[src/rtl/bus_cycle_sequencer_if.sv]
// Bus-cycle sequencer bundle: core request/ack handshake plus the external bus side
// (phase clock, direction, address, write data, RDY and read data).
interface bus_cycle_sequencer_if #(
  parameter int unsigned AW = 16
);
  // Core request side
  logic          req;
  logic          we;
  logic [AW-1:0] addr_in;
  logic [7:0]    wdata;
  logic          ack;
  logic [7:0]    rdata;
  // External bus side
  logic          rdy;
  logic [7:0]    bus_rdata;
  logic          phi2;
  logic          rwb;
  logic [AW-1:0] addr;
  logic [7:0]    db_wdata;
  logic          latch_en;

  // Everything the sequencer consumes is driven by the master side
  modport master (
    output req, we, addr_in, wdata, rdy, bus_rdata,
    input  ack, rdata, phi2, rwb, addr, db_wdata, latch_en
  );

  modport slave (
    input  req, we, addr_in, wdata, rdy, bus_rdata,
    output ack, rdata, phi2, rwb, addr, db_wdata, latch_en
  );
endinterface

[src/rtl/bus_cycle_sequencer.sv]
// 65C02 bus-cycle sequencer: free-running phi2 from fclk, one request per bus cycle,
// RDY wait-state stretching, read-data capture at the end of phi2 with a one-fclk ack.
module bus_cycle_sequencer #(
  parameter int unsigned HALF = 2,
  parameter int unsigned AW   = 16
) (
  input  logic                   fclk,
  input  logic                   resb,
  bus_cycle_sequencer_if.slave   bus
);

  localparam int unsigned CW = $clog2(HALF) + 1;
  localparam logic [CW-1:0] CntMax = CW'(HALF - 1);

  typedef enum logic {StPhi1, StPhi2} phase_e;

  phase_e        phase_q, phase_d;
  logic [CW-1:0] cnt_q, cnt_d;
  // Set at capture, cleared on completion. Still set during PHI1 means a stretched
  // cycle is pending and gets re-run without re-sampling the request.
  logic          live_q, live_d;
  logic          rwb_q, rwb_d;
  logic [AW-1:0] addr_q, addr_d;
  logic [7:0]    db_wdata_q, db_wdata_d;
  logic          ack_q, ack_d;
  logic [7:0]    rdata_q, rdata_d;

  logic cycle_start;
  logic cycle_end;

  assign cycle_start = (phase_q == StPhi1) && (cnt_q == '0);
  assign cycle_end   = (phase_q == StPhi2) && (cnt_q == CntMax);

  // State register; async reset aborts any cycle in flight
  always_ff @(posedge fclk or negedge resb) begin
    if (!resb) begin
      phase_q    <= StPhi1;
      cnt_q      <= '0;
      live_q     <= 1'b0;
      rwb_q      <= 1'b1;
      addr_q     <= '0;
      db_wdata_q <= '0;
      ack_q      <= 1'b0;
      rdata_q    <= '0;
    end else begin
      phase_q    <= phase_d;
      cnt_q      <= cnt_d;
      live_q     <= live_d;
      rwb_q      <= rwb_d;
      addr_q     <= addr_d;
      db_wdata_q <= db_wdata_d;
      ack_q      <= ack_d;
      rdata_q    <= rdata_d;
    end
  end

  // Phase timing, request capture and completion
  always_comb begin
    phase_d    = phase_q;
    cnt_d      = cnt_q;
    live_d     = live_q;
    rwb_d      = rwb_q;
    addr_d     = addr_q;
    db_wdata_d = db_wdata_q;
    ack_d      = 1'b0;
    rdata_d    = rdata_q;

    if (cnt_q == CntMax) begin
      cnt_d   = '0;
      phase_d = (phase_q == StPhi1) ? StPhi2 : StPhi1;
    end else begin
      cnt_d = cnt_q + 1'b1;
    end

    // A pending stretched cycle keeps addr/rwb/db_wdata as they are
    if (cycle_start && !live_q) begin
      if (bus.req) begin
        live_d     = 1'b1;
        addr_d     = bus.addr_in;
        rwb_d      = ~bus.we;
        db_wdata_d = bus.wdata;
      end else begin
        rwb_d = 1'b1;
      end
    end

    if (cycle_end && live_q && bus.rdy) begin
      ack_d  = 1'b1;
      live_d = 1'b0;
      if (rwb_q) begin
        rdata_d = bus.bus_rdata;
      end
    end
  end

  assign bus.phi2     = (phase_q == StPhi2);
  assign bus.latch_en = live_q && (phase_q == StPhi2);
  assign bus.rwb      = rwb_q;
  assign bus.addr     = addr_q;
  assign bus.db_wdata = db_wdata_q;
  assign bus.ack      = ack_q;
  assign bus.rdata    = rdata_q;

endmodule

[src/flat_wrapper.sv]
// flat-port wrapper written by rule: the top's interface ports become plain ports
module bus_cycle_sequencer_flat 
#(
  parameter int unsigned HALF = 2,
  parameter int unsigned AW   = 16
)
  (fclk, resb, bus_req, bus_we, bus_addr_in, bus_wdata, bus_rdy, bus_bus_rdata, bus_ack, bus_rdata, bus_phi2, bus_rwb, bus_addr, bus_db_wdata, bus_latch_en);
  bus_cycle_sequencer_if #(.AW(AW)) bus_i ();
  input  logic fclk;
  input  logic resb;
  input wire logic [$bits(bus_i.req)-1:0] bus_req;
  input wire logic [$bits(bus_i.we)-1:0] bus_we;
  input wire logic [$bits(bus_i.addr_in)-1:0] bus_addr_in;
  input wire logic [$bits(bus_i.wdata)-1:0] bus_wdata;
  input wire logic [$bits(bus_i.rdy)-1:0] bus_rdy;
  input wire logic [$bits(bus_i.bus_rdata)-1:0] bus_bus_rdata;
  output wire logic [$bits(bus_i.ack)-1:0] bus_ack;
  output wire logic [$bits(bus_i.rdata)-1:0] bus_rdata;
  output wire logic [$bits(bus_i.phi2)-1:0] bus_phi2;
  output wire logic [$bits(bus_i.rwb)-1:0] bus_rwb;
  output wire logic [$bits(bus_i.addr)-1:0] bus_addr;
  output wire logic [$bits(bus_i.db_wdata)-1:0] bus_db_wdata;
  output wire logic [$bits(bus_i.latch_en)-1:0] bus_latch_en;
  assign bus_i.req = bus_req;
  assign bus_i.we = bus_we;
  assign bus_i.addr_in = bus_addr_in;
  assign bus_i.wdata = bus_wdata;
  assign bus_i.rdy = bus_rdy;
  assign bus_i.bus_rdata = bus_bus_rdata;
  assign bus_ack = bus_i.ack;
  assign bus_rdata = bus_i.rdata;
  assign bus_phi2 = bus_i.phi2;
  assign bus_rwb = bus_i.rwb;
  assign bus_addr = bus_i.addr;
  assign bus_db_wdata = bus_i.db_wdata;
  assign bus_latch_en = bus_i.latch_en;
  bus_cycle_sequencer #(.HALF(HALF), .AW(AW)) u_core (.fclk(fclk), .resb(resb), .bus(bus_i));
endmodule
[config.mk]
export PLATFORM = sky130hd
export DESIGN_NAME = bus_cycle_sequencer_flat
export DESIGN_NICKNAME = d
export VERILOG_FILES = /design/src/rtl/bus_cycle_sequencer_if.sv /design/src/rtl/bus_cycle_sequencer.sv /design/src/flat_wrapper.sv
export SDC_FILE = /design/constraint.sdc
export NUM_CORES = 1
export LEC_CHECK = 0
export ABC_AREA = 1
export CAP_MARGIN = 20
export CORE_UTILIZATION = 40
export CTS_CLUSTER_SIZE = 28
export DETAILED_ROUTE_END_ITERATION = 8
export PLACE_DENSITY = 0.79
export SKIP_LAST_GASP = 1
export SYNTH_ARGS = -nofsm -noshare
export SYNTH_HDL_FRONTEND = slang
export SYNTH_SLANG_ARGS = --single-unit
[constraint.sdc]
create_clock -name fclk -period 1.3 [get_ports fclk]
set_input_delay 0.26 -clock fclk [delete_from_list [all_inputs] [get_ports fclk]]
set_output_delay 0.26 -clock fclk [all_outputs]
set_load 0.01 [all_outputs]
======== Word-level counts from Yosys, hierarchy flattened ========
Cells that the tools add are included.
operators by class
  equal/unequal tests ..................... 1
  mux-type cells .......................... 7
  reduce and logical (&&, ||, !) cells .... 13
  add/subtract/negate cells ............... 1
  bitwise gates (word level) .............. 2
operators by type and width
  cell                                                             number
  1-bit logical AND                                                6
  1-bit two-way mux                                                6
  2-bit AND reduction                                              3
  2-bit nonzero test                                               2
  2-bit by 1-bit adder with 2-bit output, second input constant    1
  2-bit by 1-bit == test with 1-bit output, second input constant  1
  2-bit zero test                                                  1
  2-bit two-way mux                                                1
  1-bit inverter                                                   2
  1-bit zero test                                                  1
word-level totals
  bits in registers ....................... 38
  output and inout bits ................... 36
  input port bits ......................... 37
  logic and storage cells ................. 32

======== Longest topological paths before layout ========
  depth in word-level cells ............... 6
  mapped depth ............................ 5
  depth with buffers taken out ............ 5

======== Worst setup path after synthesis ========
Ideal clock, no wire load.
  kind .................................... flip-flop to flip-flop
  from .................................... register u_core.rwb_q (netlist: u_core.bus.rwb)
  to ...................................... register u_core.rdata_q[0] (netlist: u_core.bus.rdata[0])
  period minus slack after synthesis ...... 1166 ps
  arrival ................................. 1048 ps
  buffers on the path ..................... 1
  cell stages (with the launch flop) ...... 5
  setup time .............................. 118 ps
  setup slack ............................. 134 ps
  required time ........................... 1182 ps
  path through ............................ dfstp_2 > buf_2 > nand3_1 > nand2_1 > nand2_1
between the ends
  longest elaborated chain between the ends .. 1
RTL lines
  item                                  RTL line                   RTL
  from (decl)                           bus_cycle_sequencer.sv:22  logic rwb_q, rwb_d;
  from (signal assigned)                bus_cycle_sequencer.sv:49  rwb_q <= rwb_d;
  2-bit AND reduction (no source line)  n/a
  to (signal assigned)                  bus_cycle_sequencer.sv:53  rdata_q <= rdata_d;
  to (decl)                             bus_cycle_sequencer.sv:26  logic [7:0] rdata_q, rdata_d;
Every way passes these cells.
A chain may end at the register's enable or synchronous reset.

======== Worst setup path in the final report ========
  from .................................... register u_core.phase_q (netlist: u_core.bus.phi2)
  to ...................................... register u_core.addr_q[12] (netlist: u_core.bus.addr[12])
between the ends
  longest elaborated chain between the ends .. 4
RTL lines
  item                                  RTL line                   RTL
  from (decl)                           bus_cycle_sequencer.sv:17  phase_e phase_q, phase_d;
  from (signal assigned)                bus_cycle_sequencer.sv:37  phase_q <= StPhi1;
  from (signal assigned)                bus_cycle_sequencer.sv:46  phase_q <= phase_d;
  1-bit inverter                        n/a
  1-bit logical AND                     bus_cycle_sequencer.sv:31  assign cycle_start = (phase_q == StPhi1) && (cnt_q == '0);
  1-bit logical AND                     bus_cycle_sequencer.sv:76  if (cycle_start && !live_q) begin
  2-bit AND reduction (no source line)  n/a
  to (signal assigned)                  bus_cycle_sequencer.sv:50  addr_q <= addr_d;
  to (decl)                             bus_cycle_sequencer.sv:23  logic [AW-1:0] addr_q, addr_d;
Every way passes these cells.

==> flow_summary_export.csv <==
group,metric,value,unit
place,place_ws,-136,ps
worst_setup_path,required,1470,ps
drt,drtIter0Drc,36,
synthesis,synth_cells,162,
drt,dr.pass1.iters,4,
floorplanning,die_x,63.1,microns
synthesis,ys_top_cells_by_area,"dfrtp_1 (62%), nand2_1 (11%), o21ai_1 (8.1%)",
status,status,"complete, but fails checks",
synthesis,synth_seq_cells,38,
drt,post-route-drc-count,0,
power_and_ir_drop,p_int,2.89,mW
place,gp_congestion,0.777,
timing,hold_viol,0,
floorplanning,start_util,43.3,%
worst_setup_path,reg2reg_to,"u_core.bus.addr[12]$_DFFE_PN0P_",
clocking,clkTransAtPathRegs,70,ps
worst_setup_path,critPathLaunchType,"register",
finish,nNetsFinal,292,
hold_path,hold_class,"in -> async",
synthesis,synth_top_area_share,62.1,%
finish,final_area,2620,sq um
clocking,cts_tree,"yes",
drt,num_vias,1379,
timing,holdWs,466,ps
finish,fin_util,76.1,%
power_and_ir_drop,p_per_area,1620,nW/um^2
synthesis,synth_area,1490,sq um
drt,wl,3.66,mm
global_route,antenna_found_initial,0,
worst_setup_path,r2r-start,"u_core.bus.phi2$_DFFE_PN0N_",
clocking,cts_max_path_buffers,2,
drt,wl_per_cell,12.1,microns
power_and_ir_drop,power.share.combinational,36.4,%
power_and_ir_drop,ir_drop,0.00110,V
finish,layout_commonest_cell,"dfrtp_1",
worst_setup_path,reg2reg_slack,-40,ps
finish,layout-drive-gt1-share,20.3,%
timing,fin_worst_skew,4.40,ps
power_and_ir_drop,power.clock.fraction,18.8,%
power_and_ir_drop,power,4.26,mW
drt,ant_nets,0,
power_and_ir_drop,p_sw,1.36,mW
worst_setup_path,setup.worst_path.start,"u_core.bus.phi2$_DFFE_PN0N_",
timing,timing.fmax,0.747,GHz
worst_setup_path,end_kind,"register",
global_route,grt_start_max_net_pins,34,
power_and_ir_drop,pwr-share-seq,44.8,%
synthesis,synth_area_per_cell,9.21,sq um
place,dpl_cell_area,2320,sq um
timing,setup_slack,-38.5,ps
timing,fin_crit_sh,103,%
floorplanning,die_h,63.1,microns
clocking,numCtsBuffers,5,
global_route,grt_overflow,0,
worst_setup_path,crit_fanout,16,
clocking,clock_sinks,38,
timing,finalCriticalPeriod,1340,ps
clocking,cts-root-buf,"clkbuf_8",
global_route,grt_pass1_wl,6.04,mm
finish,area_delta_synth_final,75.7,%
status,violations,"setup timing",
place,hpwl,2.35,mm
timing,tightest_slew,260,ps
global_route,grt_pass1_vias,1372,
run,drv_cap,0,
floorplanning,dieArea,3980,sq um
finish,diodes,0,
place,io_buffers,72,
synthesis,synth.distinct_cells,13,
finish,most-common-layout-cells,"dfrtp_1 (37), clkdlybuf4s50_1 (35), nand2_1 (34)",
floorplanning,rows,21,
worst_setup_path,arrival,1510,ps
power_and_ir_drop,p_leak,1.39,nW
global_route,grt_util_met2,36.3,%
drt,routed_via_density,4.57,
timing,relSlewSlack,82.6,%
synthesis,yosysWarnings,0,
global_route,grt_use_met3,3.80,%
synthesis,seq_area_frac_synth,63.8,%
clocking,clk_latency,280,ps
global_route,grt_busiest_layer,"met2",
timing,rsz0062_at_grt,"yes",
global_route,use_met1,21.7,%
timing,finalSetupViolCount,22,
worst_setup_path,crit_type,"reg -> reg",
worst_setup_path,reg2reg_depth,7,
worst_setup_path,endpoint,"u_core.bus.addr[12]$_DFFE_PN0P_",
clocking,htree_levels,2,
synthesis,synth_nets,199,
global_route,track_usage,19.6,%
synthesis,synth_area_leader_cell,"dfrtp_1",
floorplanning,core_area,3440,sq um
power_and_ir_drop,switching_share,32.0,%
floorplanning,boundaryPins,73,
timing,maxSlewViolCount,0,
finish,fillers,269,
synth_stat cells:
| cell | instances |
|---|---|
| nand2_1 | 42 |
| dfrtp_1 | 37 |
| inv_1 | 30 |
| o21ai_1 | 24 |
| nand3_1 | 10 |
| nor2_1 | 7 |
| buf_2 | 5 |
| a21oi_1 | 2 |
| buf_4 | 1 |
| dfstp_2 | 1 |
| nand3_2 | 1 |
| nor2_4 | 1 |
| xnor2_1 | 1 |
routing by layer:
layer  vias to the layer above  share of wire (%)
li1                        684                  -
met1                       650                 39
met2                        40                 55
met3                         5                4.4
met4                         0                1.5
met5                         -                  0
critical path, cell delays in order, from the launching register on:
cell and delay [ps]:
dfrtp_1 390, buf_6 130, buf_6 110, nor2_4 100
nand3_4 160, clkbuf_16 220, nand2_1 60, o21ai_1 50
area by class of cell:
cell class | count | area, sq um | share of cell area, %
inverters | 30 | 113 | 4.30
well taps | 46 | 57.6 | 2.20
multi-input cells | 89 | 522 | 19.9
clock buffers | 8 | 90.1 | 3.44
flip-flops and latches | 38 | 952 | 36.3
repair buffers | 91 | 886 | 33.8
what timing repair did:
action / CTS / global route
gates cloned: 2 / 2
hold endpoints to repair: 37 / 0
setup buffers: 5 / 2
hold buffers: 1 / 0
setup endpoints to repair: 48 / 37
gates resized for setup: 50 / 32
pin swaps: 3 / 6
how the worst min path moves through the flow:
stage | slack, ps | cells after the start | startpoint | endpoint
after detailed placement | 240 | 2 | resb | u_core.bus.rdata[4]$_DFFE_PN0P_
after global placement | 240 | 2 | resb | u_core.bus.rdata[4]$_DFFE_PN0P_
after floorplan | -40 | 0 | resb | u_core.bus.ack$_DFF_PN0_
after CTS | 470 | 2 | u_core.bus.rdata[2]$_DFFE_PN0P_ | u_core.bus.rdata[2]$_DFFE_PN0P_
final | 470 | 3 | resb | u_core.bus.rdata[3]$_DFFE_PN0P_
after global routing | 490 | 3 | resb | u_core.bus.rdata[3]$_DFFE_PN0P_
state kept, by name (all words and copies together) (netlist names):
signal,flops
u_core.bus.rdata,8
u_core.bus.rwb,1
u_core.cnt_q,2
u_core.bus.db_wdata,8
u_core.bus.ack,1
u_core.bus.phi2,1
u_core.live_q,1
u_core.bus.addr,16
power by group through the flow:
stage / clock [mW] / sequential (mW) / combinational (mW)
final: 0.801 / 1.90 / 1.55
after global routing: 0.868 / 1.97 / 1.71
after global placement: 0 / 1.87 / 1.69
after CTS: 0.814 / 1.86 / 1.44
after detailed placement: 0 / 1.89 / 1.73
after floorplan: 0 / 2.09 / 0.389
metrics by stage:
step / cells / TNS (ps)
3_3_place_gp: 284 / -741
6_report: 302 / -465
3_5_place_dp: 284 / -1110
2_1_floorplan: 162 / 0
5_1_grt: 302 / -2500
4_1_cts: 299 / -1910
logic make-up (layout without fill, tap and decap cells):
kind of cell,count (synthesis),count (layout),synth area share (%)
compound gates,26,26,8.73
xor+xnor,1,1,0.587
buf+inv,36,129,9.73
flops,38,38,63.8
simple gates,61,62,17.1
(Power assumes the default switching activity.)
